## config.mk

```make
export PLATFORM = sky130hd
export DESIGN_NAME = ddr_port_arbiter
export DESIGN_NICKNAME = d
export VERILOG_FILES = /design/src/rtl/ddr_port_arbiter_pkg.sv /design/src/rtl/ddr_port_arbiter.sv
export SDC_FILE = /design/constraint.sdc
export NUM_CORES = 1
export LEC_CHECK = 0
export ABC_AREA = 1
export BUFFER_PORTS_ARGS = -buffer_cell sky130_fd_sc_hd__buf_2
export CAP_MARGIN = 15
export CORE_AREA = 5 5 454 456
export DETAILED_ROUTE_END_ITERATION = 10
export DIE_AREA = 0 0 459 461
export PLACE_DENSITY = 0.3
export SLEW_MARGIN = 20
export SYNTH_ARGS = -nofsm -noshare
export SYNTH_HDL_FRONTEND = slang
export SYNTH_SLANG_ARGS = --single-unit
```

## constraint.sdc

```tcl
create_clock -name clk -period 3.95 [get_ports clk]
set_input_delay 0.1975 -clock clk [delete_from_list [all_inputs] [get_ports clk]]
set_output_delay 0.1975 -clock clk [all_outputs]
set_load 0.01 [all_outputs]
```

## src/rtl/ddr_port_arbiter_pkg.sv

```systemverilog
// Shared types for the DDR port arbiter: FSM state encoding and grant codes.
package ddr_port_arbiter_pkg;

  typedef enum logic [1:0] {
    IDLE  = 2'd0,
    CMD   = 2'd1,
    RDATA = 2'd2,
    WDATA = 2'd3
  } arb_state_e;

  localparam logic GRANT_RD = 1'b0;
  localparam logic GRANT_WR = 1'b1;

endpackage

```

## src/rtl/ddr_port_arbiter.sv

```systemverilog
// DDR port arbiter: shares one DDR command/data port between the loader
// (reads) and the saver (writes). One whole burst is granted at a time,
// round-robin on contention; the command is forwarded, then the data beats of
// that burst are steered combinationally until the last beat.
module ddr_port_arbiter
  import ddr_port_arbiter_pkg::*;
#(
  parameter int ADDR_W = 32,
  parameter int DATA_W = 256,
  parameter int LEN_W  = 8
) (
  input  logic              clk,
  input  logic              rst,
  // loader (read requester)
  input  logic              rd_req_valid,
  output logic              rd_req_ready,
  input  logic [ADDR_W-1:0] rd_req_addr,
  input  logic [LEN_W-1:0]  rd_req_len,
  output logic              rd_data_valid,
  output logic [DATA_W-1:0] rd_data,
  output logic              rd_data_last,
  // saver (write requester)
  input  logic              wr_req_valid,
  output logic              wr_req_ready,
  input  logic [ADDR_W-1:0] wr_req_addr,
  input  logic [LEN_W-1:0]  wr_req_len,
  input  logic              wr_data_valid,
  output logic              wr_data_ready,
  input  logic [DATA_W-1:0] wr_data,
  // DDR controller side
  output logic              ddr_cmd_valid,
  input  logic              ddr_cmd_ready,
  output logic [ADDR_W-1:0] ddr_cmd_addr,
  output logic [LEN_W-1:0]  ddr_cmd_len,
  output logic              ddr_cmd_we,
  input  logic              ddr_rdata_valid,
  input  logic [DATA_W-1:0] ddr_rdata,
  output logic              ddr_wdata_valid,
  input  logic              ddr_wdata_ready,
  output logic [DATA_W-1:0] ddr_wdata,
  // status
  output logic              busy,
  output logic              proto_err
);

  arb_state_e        state_q, state_d;
  logic              last_grant_q, last_grant_d;
  logic [LEN_W-1:0]  beat_cnt_q, beat_cnt_d;
  logic              proto_err_q, proto_err_d;
  logic [ADDR_W-1:0] addr_q, addr_d;
  logic [LEN_W-1:0]  len_q, len_d;
  logic              we_q, we_d;
  logic              grant;

  // Round-robin pick: on contention the side that did not win last time wins.
  function automatic logic pick_grant(input logic rd_v, input logic wr_v,
                                      input logic last);
    if (rd_v && wr_v) return ~last;
    else if (wr_v)    return GRANT_WR;
    else              return GRANT_RD;
  endfunction

  // Data buses are pure pass-throughs; only the qualifiers are gated.
  assign rd_data   = ddr_rdata;
  assign ddr_wdata = wr_data;

  // Next-state, grant, steering and output decode; all outputs forced low in reset.
  always_comb begin
    // NOTE: every signal written here gets a default first so no latch is inferred.
    state_d         = state_q;
    last_grant_d    = last_grant_q;
    beat_cnt_d      = beat_cnt_q;
    proto_err_d     = proto_err_q;
    addr_d          = addr_q;
    len_d           = len_q;
    we_d            = we_q;
    grant           = pick_grant(rd_req_valid, wr_req_valid, last_grant_q);
    rd_req_ready    = 1'b0;
    wr_req_ready    = 1'b0;
    rd_data_valid   = 1'b0;
    rd_data_last    = 1'b0;
    wr_data_ready   = 1'b0;
    ddr_cmd_valid   = 1'b0;
    ddr_cmd_addr    = '0;
    ddr_cmd_len     = '0;
    ddr_cmd_we      = 1'b0;
    ddr_wdata_valid = 1'b0;
    busy            = 1'b0;
    proto_err       = 1'b0;

    if (!rst) begin
      busy         = (state_q != IDLE);
      proto_err    = proto_err_q;
      ddr_cmd_addr = addr_q;
      ddr_cmd_len  = len_q;
      ddr_cmd_we   = we_q;

      unique case (state_q)
        IDLE: begin
          if (rd_req_valid || wr_req_valid) begin
            rd_req_ready = (grant == GRANT_RD);
            wr_req_ready = (grant == GRANT_WR);
            addr_d       = (grant == GRANT_WR) ? wr_req_addr : rd_req_addr;
            len_d        = (grant == GRANT_WR) ? wr_req_len  : rd_req_len;
            we_d         = grant;
            last_grant_d = grant;
            state_d      = CMD;
          end
        end
        CMD: begin
          ddr_cmd_valid = 1'b1;
          if (ddr_cmd_ready) begin
            beat_cnt_d = '0;
            state_d    = we_q ? WDATA : RDATA;
          end
        end
        RDATA: begin
          if (ddr_rdata_valid) begin
            rd_data_valid = 1'b1;
            rd_data_last  = (beat_cnt_q == len_q);
            // Compare precedes increment, so a full 2^LEN_W burst never overflows.
            beat_cnt_d    = beat_cnt_q + 1'b1;
            if (beat_cnt_q == len_q) state_d = IDLE;
          end
        end
        WDATA: begin
          ddr_wdata_valid = wr_data_valid;
          wr_data_ready   = ddr_wdata_ready;
          if (wr_data_valid && ddr_wdata_ready) begin
            beat_cnt_d = beat_cnt_q + 1'b1;
            if (beat_cnt_q == len_q) state_d = IDLE;
          end
        end
        default: state_d = IDLE;
      endcase

      // A read beat arriving when no read burst owns the port is dropped and flagged.
      if (ddr_rdata_valid && (state_q != RDATA)) proto_err_d = 1'b1;
    end
  end

  // Control state: FSM, fairness pointer, beat counter and sticky error.
  always_ff @(posedge clk) begin
    // NOTE: sequential state uses non-blocking assignments only.
    if (rst) begin
      state_q      <= IDLE;
      last_grant_q <= GRANT_WR;
      beat_cnt_q   <= '0;
      proto_err_q  <= 1'b0;
    end else begin
      state_q      <= state_d;
      last_grant_q <= last_grant_d;
      beat_cnt_q   <= beat_cnt_d;
      proto_err_q  <= proto_err_d;
    end
  end

  // Latched command fields.
  // NOTE: no reset here; these are only observed after a grant has loaded them.
  always_ff @(posedge clk) begin
    addr_q <= addr_d;
    len_q  <= len_d;
    we_q   <= we_d;
  end

endmodule
```

==> results of run 1 <==
-- critical path, delay by kind of cell, from the launching register on --
kind          cells  cell delay (ns)
xor+xnor          1             0.23
flops             1             0.63
simple gates      4             0.48
buf+inv           1             0.28
-- logic make-up after synthesis --
group	after synthesis	synth area share, %
buffers and inverters	587	61.90
AND/OR/NAND/NOR	232	13.87
flip-flops	53	22.04
AO/OA/AOI/OAI	15	1.218
XOR/XNOR	6	0.7871
adder cells (fa/ha/maj)	1	0.1874
-- routing by layer --
metal | vias up | global-route usage [%] | wire length [µm]
met1 | 1530 | 3.029 | 12610
li1 | 1443 | - | -
met5 | - | 0.9644 | 592
met2 | 890 | 15.20 | 47360
met3 | 316 | 20.76 | 48450
met4 | 46 | 4.240 | 5081
-- state kept, by name (all words and copies together) (netlist names) --
name and flops:
last_grant_q 1, len_q 8, beat_cnt_q 8, we_q 1, proto_err_q 1, addr_q 32, state_q 2
-- worst max path at each step --
stage | end | start | slack, ns | depth (start not counted)
6_report | rd_data_last | len_q[6] | 1.79 | 6
5_1_grt | rd_data_last | len_q[6] | 1.65 | 6
4_1_cts | rd_data_last | len_q[6] | 1.63 | 6
3_5_place_dp | addr_q[4] | state_q[1] | 1.86 | 6
3_3_place_gp | addr_q[12] | state_q[1] | 1.88 | 6
2_1_floorplan | addr_q[0] | state_q[1] | 1.04 | 6
-- per-stage QoR --
step | setup slack (ns) | utilization [%]
floorplan | 1.038 | -
global placement | 1.884 | 3.405
detailed placement | 1.861 | 3.405
CTS | 1.632 | 3.478
global route | 1.646 | 3.487
finish | 1.791 | 3.493
-- power by group through the flow --
stage	sequential (µW)	clock [µW]	combinational (µW)
2_1_floorplan	719	0	763
3_3_place_gp	749	0	482
3_5_place_dp	750	0	478
4_1_cts	737	630	479
5_1_grt	741	623	506
6_report	731	559	448
-- layout make-up --
type | instances | area (µm²)
clock inverters | 3 | 23.77
repair buffers | 142 | 725.7
clock buffers | 5 | 125.1
well taps | 2672 | 3343
flip-flops and latches | 53 | 1471
fillers | 23995 | 194300
multi-input cells | 254 | 1087
diodes | 12 | 30.03
inverters | 60 | 225.2
-- layout by cell type (no fill, tap or decap), drive strengths merged --
cell type,synthesis,final
edfxtp,41,41
a21oi,10,10
ha,1,1
nand3,7,7
o21ai,4,4
clkbuf,11,5
diode,0,12
a211oi,1,1
buf,516,142
dfxtp,12,12
nor4,1,1
nand2,157,157
xnor2,6,6
inv,59,63
nor2,58,58
nand3b,1,1
nor3,8,8
==> Implementation_results.wiki, run 1 <==
{| class="wikitable"
! Metric !! Value
|-
| Final-report max-slew violation count || 0
|-
| Fraction of synthesized cell area taken by the top area cell type || between 50% and 60%
|-
| Primary FF master, synth || edfxtp_1
|-
| Largest cells by area after synthesis || buf_4, edfxtp_1, nand2_1
|-
| Number of distinct library cells after synthesis || 25
|-
| Avg Inst Size Synth || 7.468 µm²
|-
| Cell Count, Final, Fillers Out || 3201
|-
| Final ANT Viol Nets || 0
|-
| Total power of the final layout || 1739 µW
|-
| Result of the run || completed
|-
| Final count of hold timing violations || 0
|-
| Hold path endpoint || proto_err_q
|-
| DR iter-0 viols || ~200
|-
| Tot GR Track Use || around a tenth
|-
| Cell area after synthesis || approximately 6700 µm²
|-
| Arrival time worst endpoint || 1.96 ns
|-
| Effective utilization at floorplan || under 10%
|-
| Post-layout net count || 1117
|-
| Max_cap viols || 0
|-
| Clock Root Buffer || clkbuf_16
|-
| Worst-path fanout max || 3
|-
| Via count of the first global-routing pass || 4296
|-
| Hold Buf Count CTS || 0
|-
| TritonCTS clock tree || built
|-
| Fmax || 463.2 MHz
|-
| Finished layout cell area || 7032 µm²
|-
| Synthesized net count || 1495
|-
| Count of standard-cell rows || about 170
|-
| Cell type contributing the most total cell area after synthesis || buf_4
|-
| Final estimated routing congestion in global placement || 0.8230
|-
| R2R depth || 6
|-
| Placeable core region || 201300 µm²
|-
| Total of warnings raised by yosys || 0
|-
| Post-cts sizing count || 0
|-
| Time the final worst path needs with I/O delays and setup || 2.159 ns
|-
| Endpoint type of the worst setup path || output pin
|-
| Remaining global-route overflow || 0
|-
| Fraction of registers with async set/reset || 0%
|-
| Vias after detailed routing || between 4000 and 5000
|-
| Psw || 675.4 µW
|-
| Placed Instances || 3181
|-
| Vert. Die Dim || 461 µm
|-
| Most repeated library cell on the critical path || nand2_1
|-
| Number of flops mapped to enable cells by yosys || 41
|-
| Placed Area || 6853 µm²
|-
| Worst r2r src || state_q[1]
|-
| Normalized max-slew margin || 47.10%
|-
| Post-DR wirelength/cell || approximately 36 µm
|-
| Number of cells on the worst hold path || 3
|-
| Final setup viols || 0
|-
| Internal reg-to-reg setup slack || approximately 1.9 ns
|-
| Reg-to-reg endpoint || addr_q[31]
|-
| Type of the worst min-delay path || in2reg
|-
| Most frequent cell after synthesis || buf_4
|-
| Wire length of the first global-routing pass || approximately 120000 µm
|-
| Ratio of cells with drive above 1 in the final layout || approximately a third
|-
| Number of clock sinks || 53
|-
| Flip-flop and latch count after synthesis || 53
|-
| Gate count of the mapped netlist || 894
|-
| Area enclosed by the die boundary || 211600 µm²
|-
| Maximum number of pins on one net before global-route repair || 42
|-
| Die width || approximately 460 µm
|-
| Power density over cell area || 247.3 nW/µm²
|-
| Worst vdd ir || 0.0001939 V
|-
| Aggregate routed wire length || 114100 µm
|-
| RSZ-0062 raised after global routing || false
|-
| Worst setup skew after layout || around 0.0098 ns
|-
| Clock-pin slew on the worst setup and hold paths || 0.10 ns
|-
| IO buf count || 137
|-
| Switching Fraction || 38.84%
|-
| Critical Path Start Type || flop
|-
| Slowest stage cell on the critical path || edfxtp_1
|-
| CTS Buf Count || 5
|-
| Number of buffers added for setup after CTS || 0
|-
| Area growth from synthesis to final layout || 5.322%
|-
| Int Pwr || 1063 µW
|-
| Fin Setup TNS || 0 ns
|-
| Clock Power Share || approximately 32%
|-
| Slew at the pin with the worst max-slew slack || 0.7936 ns
|-
| Antenna violations before repair || 53
|-
| Drt via density || roughly 1.3
|-
| Peak per-stage delay on the critical path || 0.63 ns
|-
| Fraction of the cycle the final worst path needs || 54.66%
|-
| Fraction of power consumed by sequential logic || between 40 and 50%
|-
| Required time worst endpoint || 3.75 ns
|-
| Final hold slack || about 0.12 ns
|-
| Buffer depth of the longest clock path || 2
|-
| Half-perimeter wire length after detailed placement || 108900 µm
|-
| Count of unresolved DRC violations after routing || 0
|-
| Number of top-level pins || 1162
|-
| Cell-by-cell listing of the critical path || xnor2_1 > nand2_1 > nor2_1 > nand2_1 > nor4_1 > buf_2
|-
| Insertion delay to the later sink of the worst-skew pair || 0.34 ns
|-
| DRT Pass-1 Iters || 4
|-
| Number of H-tree levels || 2
|-
| Share of synthesized area occupied by flip-flops and latches || 22.04%
|-
| Leakage power figure || 0.002073 µW
|-
| Most common library cells after synthesis || buf_4, nand2_1, inv_1
|-
| Crit Path Category || reg2out
|-
| Combinational fraction of design power || 25.8%
|-
| Launch instance of the worst min-delay path || ddr_rdata_valid
|}
Power figures use the tool's default switching activity.
==> run 2, diff against run 1 <==
CORE_AREA = 5 5 453 455   (was 5 5 454 456)
DIE_AREA = 0 0 458 460   (was 0 0 459 461)
clock period = 1.8 ns   (was 3.95 ns; I/O delays follow)
==> run 2 against run 1 <==
  * Clock skew is 0.0028 ns higher
  * Utilization grew 0.12 points
  * Die area down 0.43%
==> Implementation_results.wiki, run 2 (synthesis results as in run 1) <==
{| class="wikitable"
! Metric !! Value
|-
| Worst setup slack before clock tree synthesis || 0.2798 ns (was 1.861 ns)
|-
| Vias after detailed routing || 4268 (was 4225)
|-
| TritonCTS clock tree || built (unchanged)
|-
| Final estimated routing congestion in global placement || 0.8040 (was 0.8230)
|-
| Post-route core utilization || 3.611% (was 3.493%)
|-
| Critical Path End || ddr_wdata_valid (was rd_data_last)
|-
| Regs by FF count || addr_q x32, beat_cnt_q x8, len_q x8 (unchanged)
|-
| Post-layout net count || 1129 (was 1117)
|-
| DR iter-0 viols || 188 (was 201)
|-
| Reg-to-reg endpoint || addr_q[15] (was addr_q[31])
|-
| Critical Path Start Type || flop (unchanged)
|-
| Power density over cell area || 519.2 nW/µm² (was 247.3 nW/µm²)
|-
| Area growth from synthesis to final layout || 8.658% (was 5.322%)
|-
| Final count of hold timing violations || 0 (unchanged)
|-
| Ratio of cells with drive above 1 in the final layout || 32.33% (was 31.53%)
|-
| Number of H-tree levels || 2 (unchanged)
|-
| Most common library cell in the layout ignoring fill and taps || nand2_1 (unchanged)
|-
| Cell-by-cell listing of the critical path || buf_4 > nand2_1 > nor3_1 > buf_2 (was xnor2_1 > nand2_1 > nor2_1 > nand2_1 > nor4_1 > buf_2)
|-
| Crit Path Category || reg2out (unchanged)
|-
| Delay-heaviest family, CP || buffers and inverters (was flip-flops)
|-
| Leakage power figure || 0.002142 µW (was 0.002073 µW)
|-
| Fraction of the cycle the final worst path needs || 91.82%
|-
| Top library cells by usage in the layout, fill and taps aside || nand2_1, buf_2, inv_1 (unchanged)
|-
| Max_cap viols || 0 (unchanged)
|-
| Effective utilization at floorplan || 3.324% (was 3.317%)
|-
| Vert. Die Dim || 460 µm (was 461 µm)
|-
| Normalized max-slew margin || 76.05% (was 47.10%)
|-
| Cell count along the critical path || 4 (was 6)
|-
| Clock Root Buffer || clkbuf_16 (unchanged)
|-
| Count of unresolved DRC violations after routing || 0 (unchanged)
|-
| Required time worst endpoint || 1.71 ns (was 3.75 ns)
|-
| Most flop-heavy register || addr_q (unchanged)
|-
| Final ANT Viol Nets || 0 (unchanged)
|-
| Half-perimeter wire length after detailed placement || 106800 µm (was 108900 µm)
|-
| Endpoint type of the worst setup path || output pin (unchanged)
|-
| R2R depth || 7 (was 6)
|-
| Number of clock sinks || 53 (unchanged)
|-
| Drt via density || 1.323 (was 1.320)
|-
| Clock-pin slew on the worst setup and hold paths || 0.09 ns (was 0.10 ns)
|-
| Wire length of the first global-routing pass || 120700 µm (was 123100 µm)
|-
| Die width || 458 µm (was 459 µm)
|-
| Time the final worst path needs with I/O delays and setup || 1.653 ns
|-
| Tot GR Track Use || 10.11% (was 10.27%)
|-
| Remaining global-route overflow || 0 (unchanged)
|-
| Worst-path fanout max || 5 (was 3)
|-
| Insertion delay to the later sink of the worst-skew pair || 0.33 ns (was 0.34 ns)
|-
| Aggregate routed wire length || 111900 µm (was 114100 µm)
|-
| Beginning of the critical path || state_q[1] (was len_q[6])
|-
| Antenna violations before repair || 74 (was 53)
|-
| Final setup viols || 0 (unchanged)
|-
| Flip-flop count of the largest register after layout || 32 (unchanged)
|-
| Number of fill cells in the layout || 23921 (was 23995)
|-
| Result of the run || completed (unchanged)
|-
| Total power of the final layout || 3766 µW (was 1739 µW)
|-
| Number of top-level pins || 1162 (unchanged)
|-
| Number of cells on the worst hold path || 3 (unchanged)
|-
| Buffers and inverters on the worst path || 2 (was 1)
|-
| Slowest stage cell on the critical path || dfxtp_1 (was edfxtp_1)
|-
| Placeable core region || 200900 µm² (was 201300 µm²)
|-
| Smallest setup slack after layout || 0.1472 ns (was 1.791 ns)
|-
| Worst setup skew after layout || 0.01253 ns (was 0.009756 ns)
|-
| Internal reg-to-reg setup slack || 0.15 ns (was 1.93 ns)
|-
| IO buf count || 137 (unchanged)
|-
| Fmax || 605.0 MHz
|-
| Slew at the pin with the worst max-slew slack || 0.3592 ns (was 0.7936 ns)
|-
| Via count of the first global-routing pass || 4134 (was 4296)
|-
| Type of the worst min-delay path || in2reg (unchanged)
|-
| Worst vdd ir || 0.0003390 V (was 0.0001939 V)
|-
| Buffer depth of the longest clock path || 2 (unchanged)
|-
| CTS Buf Count || 5 (unchanged)
|-
| Post-DR wirelength/cell || 34.67 µm (was 35.65 µm)
|-
| Worst r2r src || last_grant_q (was state_q[1])
|-
| RSZ-0062 raised after global routing || true (was false)
|-
| Count of standard-cell rows || 165 (unchanged)
|-
| DRT Pass-1 Iters || 5 (was 4)
|-
| Arrival time worst endpoint || 1.56 ns (was 1.96 ns)
|-
| Final-report max-slew violation count || 0 (unchanged)
|-
| Area enclosed by the die boundary || 210700 µm² (was 211600 µm²)
|-
| Peak per-stage delay on the critical path || 0.41 ns (was 0.63 ns)
|-
| Maximum number of pins on one net before global-route repair || 41 (was 42)
|}
==> run 2: cell types whose count changed in the layout (fill, tap and decap cells not counted), moves of 2 or more <==
cell           previous run  this run
diode_2                  12        26
buf_2                   136       133
nand2_2                   2         4
buf_12                    0         5
inv_4                     2         0
dlygate4sd3_1             0         8
==> run 2: what timing repair did <==
item	4_1_cts	5_1_grt
pin swaps	0	0
setup buffers	0	1
hold endpoints to repair	6	0
setup endpoints to repair	1	2
hold buffers	8	0
gates resized for setup	1	8
==> run 2: per-layer routing <==
metal  vias up  share of wire, %  global-route usage, %
met3       342                41                  19.11
li1       1476                 -                      -
met1      1480                12                  3.646
met4        48               5.3                  4.386
met5         -              0.32                 0.1607
met2       922                41                  15.10
==> run 2: cell type report <==
type	instances	area (µm²)	area share (%)
clock inverters	2	13.76	0.1897
repair buffers	154	909.6	12.54
diodes	26	65.06	0.8969
flip-flops and latches	53	1473	20.30
multi-input cells	254	1096	15.11
clock buffers	6	128.9	1.776
inverters	60	225.2	3.105
well taps	2672	3343	46.08
==> run 2: worst min path at each step <==
stage / to / startpoint / slack, ns
2_1_floorplan: last_grant_q / rst / 0.22
3_3_place_gp: rd_data[104] / ddr_rdata[104] / 0.18
3_5_place_dp: rd_data[104] / ddr_rdata[104] / 0.18
4_1_cts: addr_q[17] / wr_req_addr[17] / 0.0007
5_1_grt: addr_q[9] / rd_req_addr[9] / 0.02
6_report: addr_q[9] / rd_req_addr[9] / 0.03
==> run 2: stage by stage <==
step | hold WS (ns) | area, µm² | instances | TNS, ns
after floorplan | 0.2210 | 6684 | 894 | 0
after global placement | 0.1801 | 6935 | 3184 | 0
after detailed placement | 0.1801 | 6935 | 3184 | 0
after CTS | 0.0006843 | 7161 | 3200 | 0
after global routing | 0.01971 | 7202 | 3206 | -0.01724
final | 0.02715 | 7254 | 3227 | 0
==> run 2: tightest hold or removal path, stage by stage <==
cell and delay [ns]:
buf_2 0.08, nand2_1 0.04, nand2_1 0.05
==> run 2: report_power, final <==
group | switching (µW) | internal (µW) | leakage (µW)
clock | 595 | 525 | 0.0000714
sequential | 63.1 | 1500 | 0.000485
combinational | 723 | 358 | 0.00159
total | 1380 | 2380 | 0.00214
==> run 3, diff against run 2 <==
CORE_AREA = 3 3 451 453   (was 5 5 453 455)
DIE_AREA = 0 0 454 456   (was 0 0 458 460)
==> run 3 against run 2 <==
  * Non-clock buffer count is 34 higher
  * Largest cell class unchanged
  * Combinational power is 18% higher
  * Die area is 1.7% lower
  * Count of clock-buffer cells in the layout is 1 lower
  * Cell count hardly changed
  * Sequential share of layout area is 0.74 points lower
  * Critical path type unchanged
  * Worst setup slack worse by 0.063 ns
  * Sequential cell count stayed put
  * Critical endpoint is now rd_data_last
==> Implementation_results.wiki, run 3 (synthesis results as in run 1) <==
{| class="wikitable"
! Metric !! Value
|-
| Crit Path Category || reg2out (unchanged)
|-
| Worst-path fanout max || 3 (was 5)
|-
| Finished layout cell area || 7523 µm² (was 7254 µm²)
|-
| Count of standard-cell rows || 164 (was 165)
|-
| Required time worst endpoint || 1.71 ns (about the same)
|-
| TritonCTS clock tree || built (unchanged)
|-
| Slew at the pin with the worst max-slew slack || 0.7906 ns (was 0.3592 ns)
|-
| Via count of the first global-routing pass || 4305 (was 4134)
|-
| Remaining global-route overflow || 0 (unchanged)
|-
| Worst setup skew after layout || 0.01460 ns (was 0.01253 ns)
|-
| Psw || 1636 µW (was 1381 µW)
|-
| Placeable core region || 199700 µm² (was 200900 µm²)
|-
| Ratio of cells with drive above 1 in the final layout || 31.08% (was 32.33%)
|-
| Smallest setup slack after layout || 0.08445 ns (was 0.1472 ns)
|-
| Area growth from synthesis to final layout || 12.69% (was 8.658%)
|-
| Flip-flop count of the largest register after layout || 32 (unchanged)
|-
| CTS Buf Count || 5 (unchanged)
|-
| Drt via density || 1.435 (was 1.323)
|-
| Vias after detailed routing || 4633 (was 4268)
|-
| Worst vdd ir || 0.0003596 V (was 0.0003390 V)
|-
| DRT Pass-1 Iters || 5 (unchanged)
|-
| R2R depth || 5 (was 7)
|-
| Worst setup slack before clock tree synthesis || 0.1744 ns (was 0.2798 ns)
|-
| Number of top-level pins || 1162 (unchanged)
|-
| Worst r2r src || last_grant_q (unchanged)
|-
| Number of fill cells in the layout || 23745 (was 23921)
|-
| Number of H-tree levels || 2 (unchanged)
|-
| Post-route core utilization || 3.768% (was 3.611%)
|-
| Antenna violations before repair || 59 (was 74)
|-
| Switching Fraction || 40.20% (was 36.68%)
|-
| Final setup viols || 0 (unchanged)
|-
| Leakage power figure || 0.002283 µW (was 0.002142 µW)
|-
| Tot GR Track Use || 10.60% (was 10.11%)
|-
| Clock-pin slew on the worst setup and hold paths || 0.10 ns (was 0.09 ns)
|-
| Insertion delay to the later sink of the worst-skew pair || 0.36 ns (was 0.33 ns)
|-
| Internal reg-to-reg setup slack || 0.19 ns (was 0.15 ns)
|-
| Hold path endpoint || addr_q[20] (was addr_q[9])
|-
| RSZ-0062 raised after global routing || true (unchanged)
|-
| Regs by FF count || addr_q x32, beat_cnt_q x8, len_q x8 (unchanged)
|-
| Vert. Die Dim || 456 µm (was 460 µm)
|-
| Power density over cell area || 541.1 nW/µm² (was 519.2 nW/µm²)
|-
| Arrival time worst endpoint || 1.63 ns (was 1.56 ns)
|-
| Type of the worst min-delay path || in2reg (unchanged)
|-
| Die width || 454 µm (was 458 µm)
|-
| Effective utilization at floorplan || 3.344% (was 3.324%)
|-
| Post-DR wirelength/cell || 35.31 µm (was 34.67 µm)
|-
| Wire length of the first global-routing pass || 124400 µm (was 120700 µm)
|-
| Top library cells by usage in the layout, fill and taps aside || nand2_1, buf_2, inv_1 (unchanged)
|-
| Clock Power Share || 30.3% (was 29.8%)
|-
| Int Pwr || 2435 µW (was 2385 µW)
|-
| Fraction of the cycle the final worst path needs || 95.31% (was 91.82%)
|-
| Max_cap viols || 0 (unchanged)
|-
| Buffer depth of the longest clock path || 2 (unchanged)
|-
| Final-report max-slew violation count || 0 (unchanged)
|-
| Final ANT Viol Nets || 0 (unchanged)
|-
| Count of unresolved DRC violations after routing || 0 (unchanged)
|-
| Critical Path Start Type || flop (unchanged)
|-
| Most common library cell in the layout ignoring fill and taps || nand2_1 (unchanged)
|-
| Result of the run || completed (unchanged)
|-
| Final estimated routing congestion in global placement || 0.8318 (was 0.8040)
|-
| Fmax || 582.9 MHz (was 605.0 MHz)
|-
| Final count of hold timing violations || 0 (unchanged)
|-
| Time the final worst path needs with I/O delays and setup || 1.716 ns (was 1.653 ns)
|-
| Post-layout net count || 1163 (was 1129)
|-
| Number of cells on the worst hold path || 3 (unchanged)
|-
| Area enclosed by the die boundary || 207000 µm² (was 210700 µm²)
|-
| DR iter-0 viols || 446 (was 188)
|-
| Most flop-heavy register || addr_q (unchanged)
|-
| Combinational fraction of design power || 31.2% (was 28.7%)
|-
| Clock Root Buffer || clkbuf_16 (unchanged)
|-
| Maximum number of pins on one net before global-route repair || 41 (unchanged)
|-
| Half-perimeter wire length after detailed placement || 107400 µm (was 106800 µm)
|-
| IO buf count || 137 (unchanged)
|-
| Launch instance of the worst min-delay path || rd_req_addr[20] (was rd_req_addr[9])
|-
| Endpoint type of the worst setup path || output pin (unchanged)
|-
| Aggregate routed wire length || 114000 µm (was 111900 µm)
|-
| Placed Area || 6912 µm² (was 6935 µm²)
|-
| Number of clock sinks || 53 (unchanged)
|-
| Normalized max-slew margin || 47.30% (was 76.05%)
|-
| Reg-to-reg endpoint || addr_q[23] (was addr_q[15])
|-
| Fraction of power consumed by sequential logic || 38.6% (was 41.5%)
|}
-- run 3: cell count changes in the layout (fill, tap and decap cells not counted), moves of 2 or more --
cell | previous run | this run
buf_12 | 5 | 3
dlygate4sd3_1 | 8 | 40
diode_2 | 26 | 9
buf_4 | 7 | 12
-- run 3: worst max path at each step --
stage,startpoint,end,slack (ns),cells past startpoint
floorplan,state_q[1],addr_q[0],0.003,6
global placement,last_grant_q,addr_q[23],0.18,5
detailed placement,last_grant_q,addr_q[26],0.17,5
CTS,len_q[7],rd_data_last,-0.03,8
global route,len_q[1],rd_data_last,-0.09,6
finish,len_q[7],rd_data_last,0.08,8
-- run 3: per-layer routing --
metal  track usage [%]  up-vias  part of all wire (%)
met2             15.28      988                    41
li1                  -     1527                     -
met3             17.57      183                    36
met4             2.997       42                   2.8
met5             2.076        -                  0.69
met1             6.134     1893                    19
-- run 3: timing repair --
action / CTS / global route
buffers inserted: 0 / 1
cloned: 0 / 0
setup endpoints to repair: 3 / 2
pin swaps: 0 / 1
gates resized for setup: 6 / 3
hold buffers: 40 / 0
endpoints found under the hold margin: 24 / 0
-- run 3: critical path, cell delays in order (launching register included) --
cell and delay, ns:
edfxtp_1 0.42, inv_2 0.07, nand2_1 0.05, nand2_1 0.06
nand2_1 0.06, nor2_1 0.12, nand2_2 0.10, nor4_2 0.15
buf_4 0.23
-- run 3: layout make-up --
cell class / count / area, µm² / area share [%]
diodes: 9 / 22.52 / 0.2994
clock buffers: 5 / 125.1 / 1.663
clock inverters: 3 / 21.27 / 0.2827
inverters: 60 / 226.5 / 3.010
multi-input cells: 254 / 1117 / 14.85
flip-flops and latches: 53 / 1471 / 19.56
well taps: 2656 / 3323 / 44.17
repair buffers: 188 / 1216 / 16.17
-- run 3: power by group through the flow --
stage               combinational (µW)  sequential, µW  clock, µW
finish                            1270            1570       1230
global route                      1410            1580       1350
CTS                               1340            1570       1350
detailed placement                1220            1600          0
global placement                  1220            1600          0
floorplan                         1680            1570          0
-- run 3: through the flow --
stage | total power [µW] | setup TNS, ns | hold WS, ns | instances
after floorplan | 3252 | 0 | 0.2210 | 894
after global placement | 2812 | 0 | 0.1801 | 3170
after detailed placement | 2815 | 0 | 0.1801 | 3170
after CTS | 4262 | -0.03205 | 0.0002989 | 3218
after global routing | 4343 | -0.09114 | 0.02221 | 3225
final | 4071 | 0 | 0.02847 | 3228
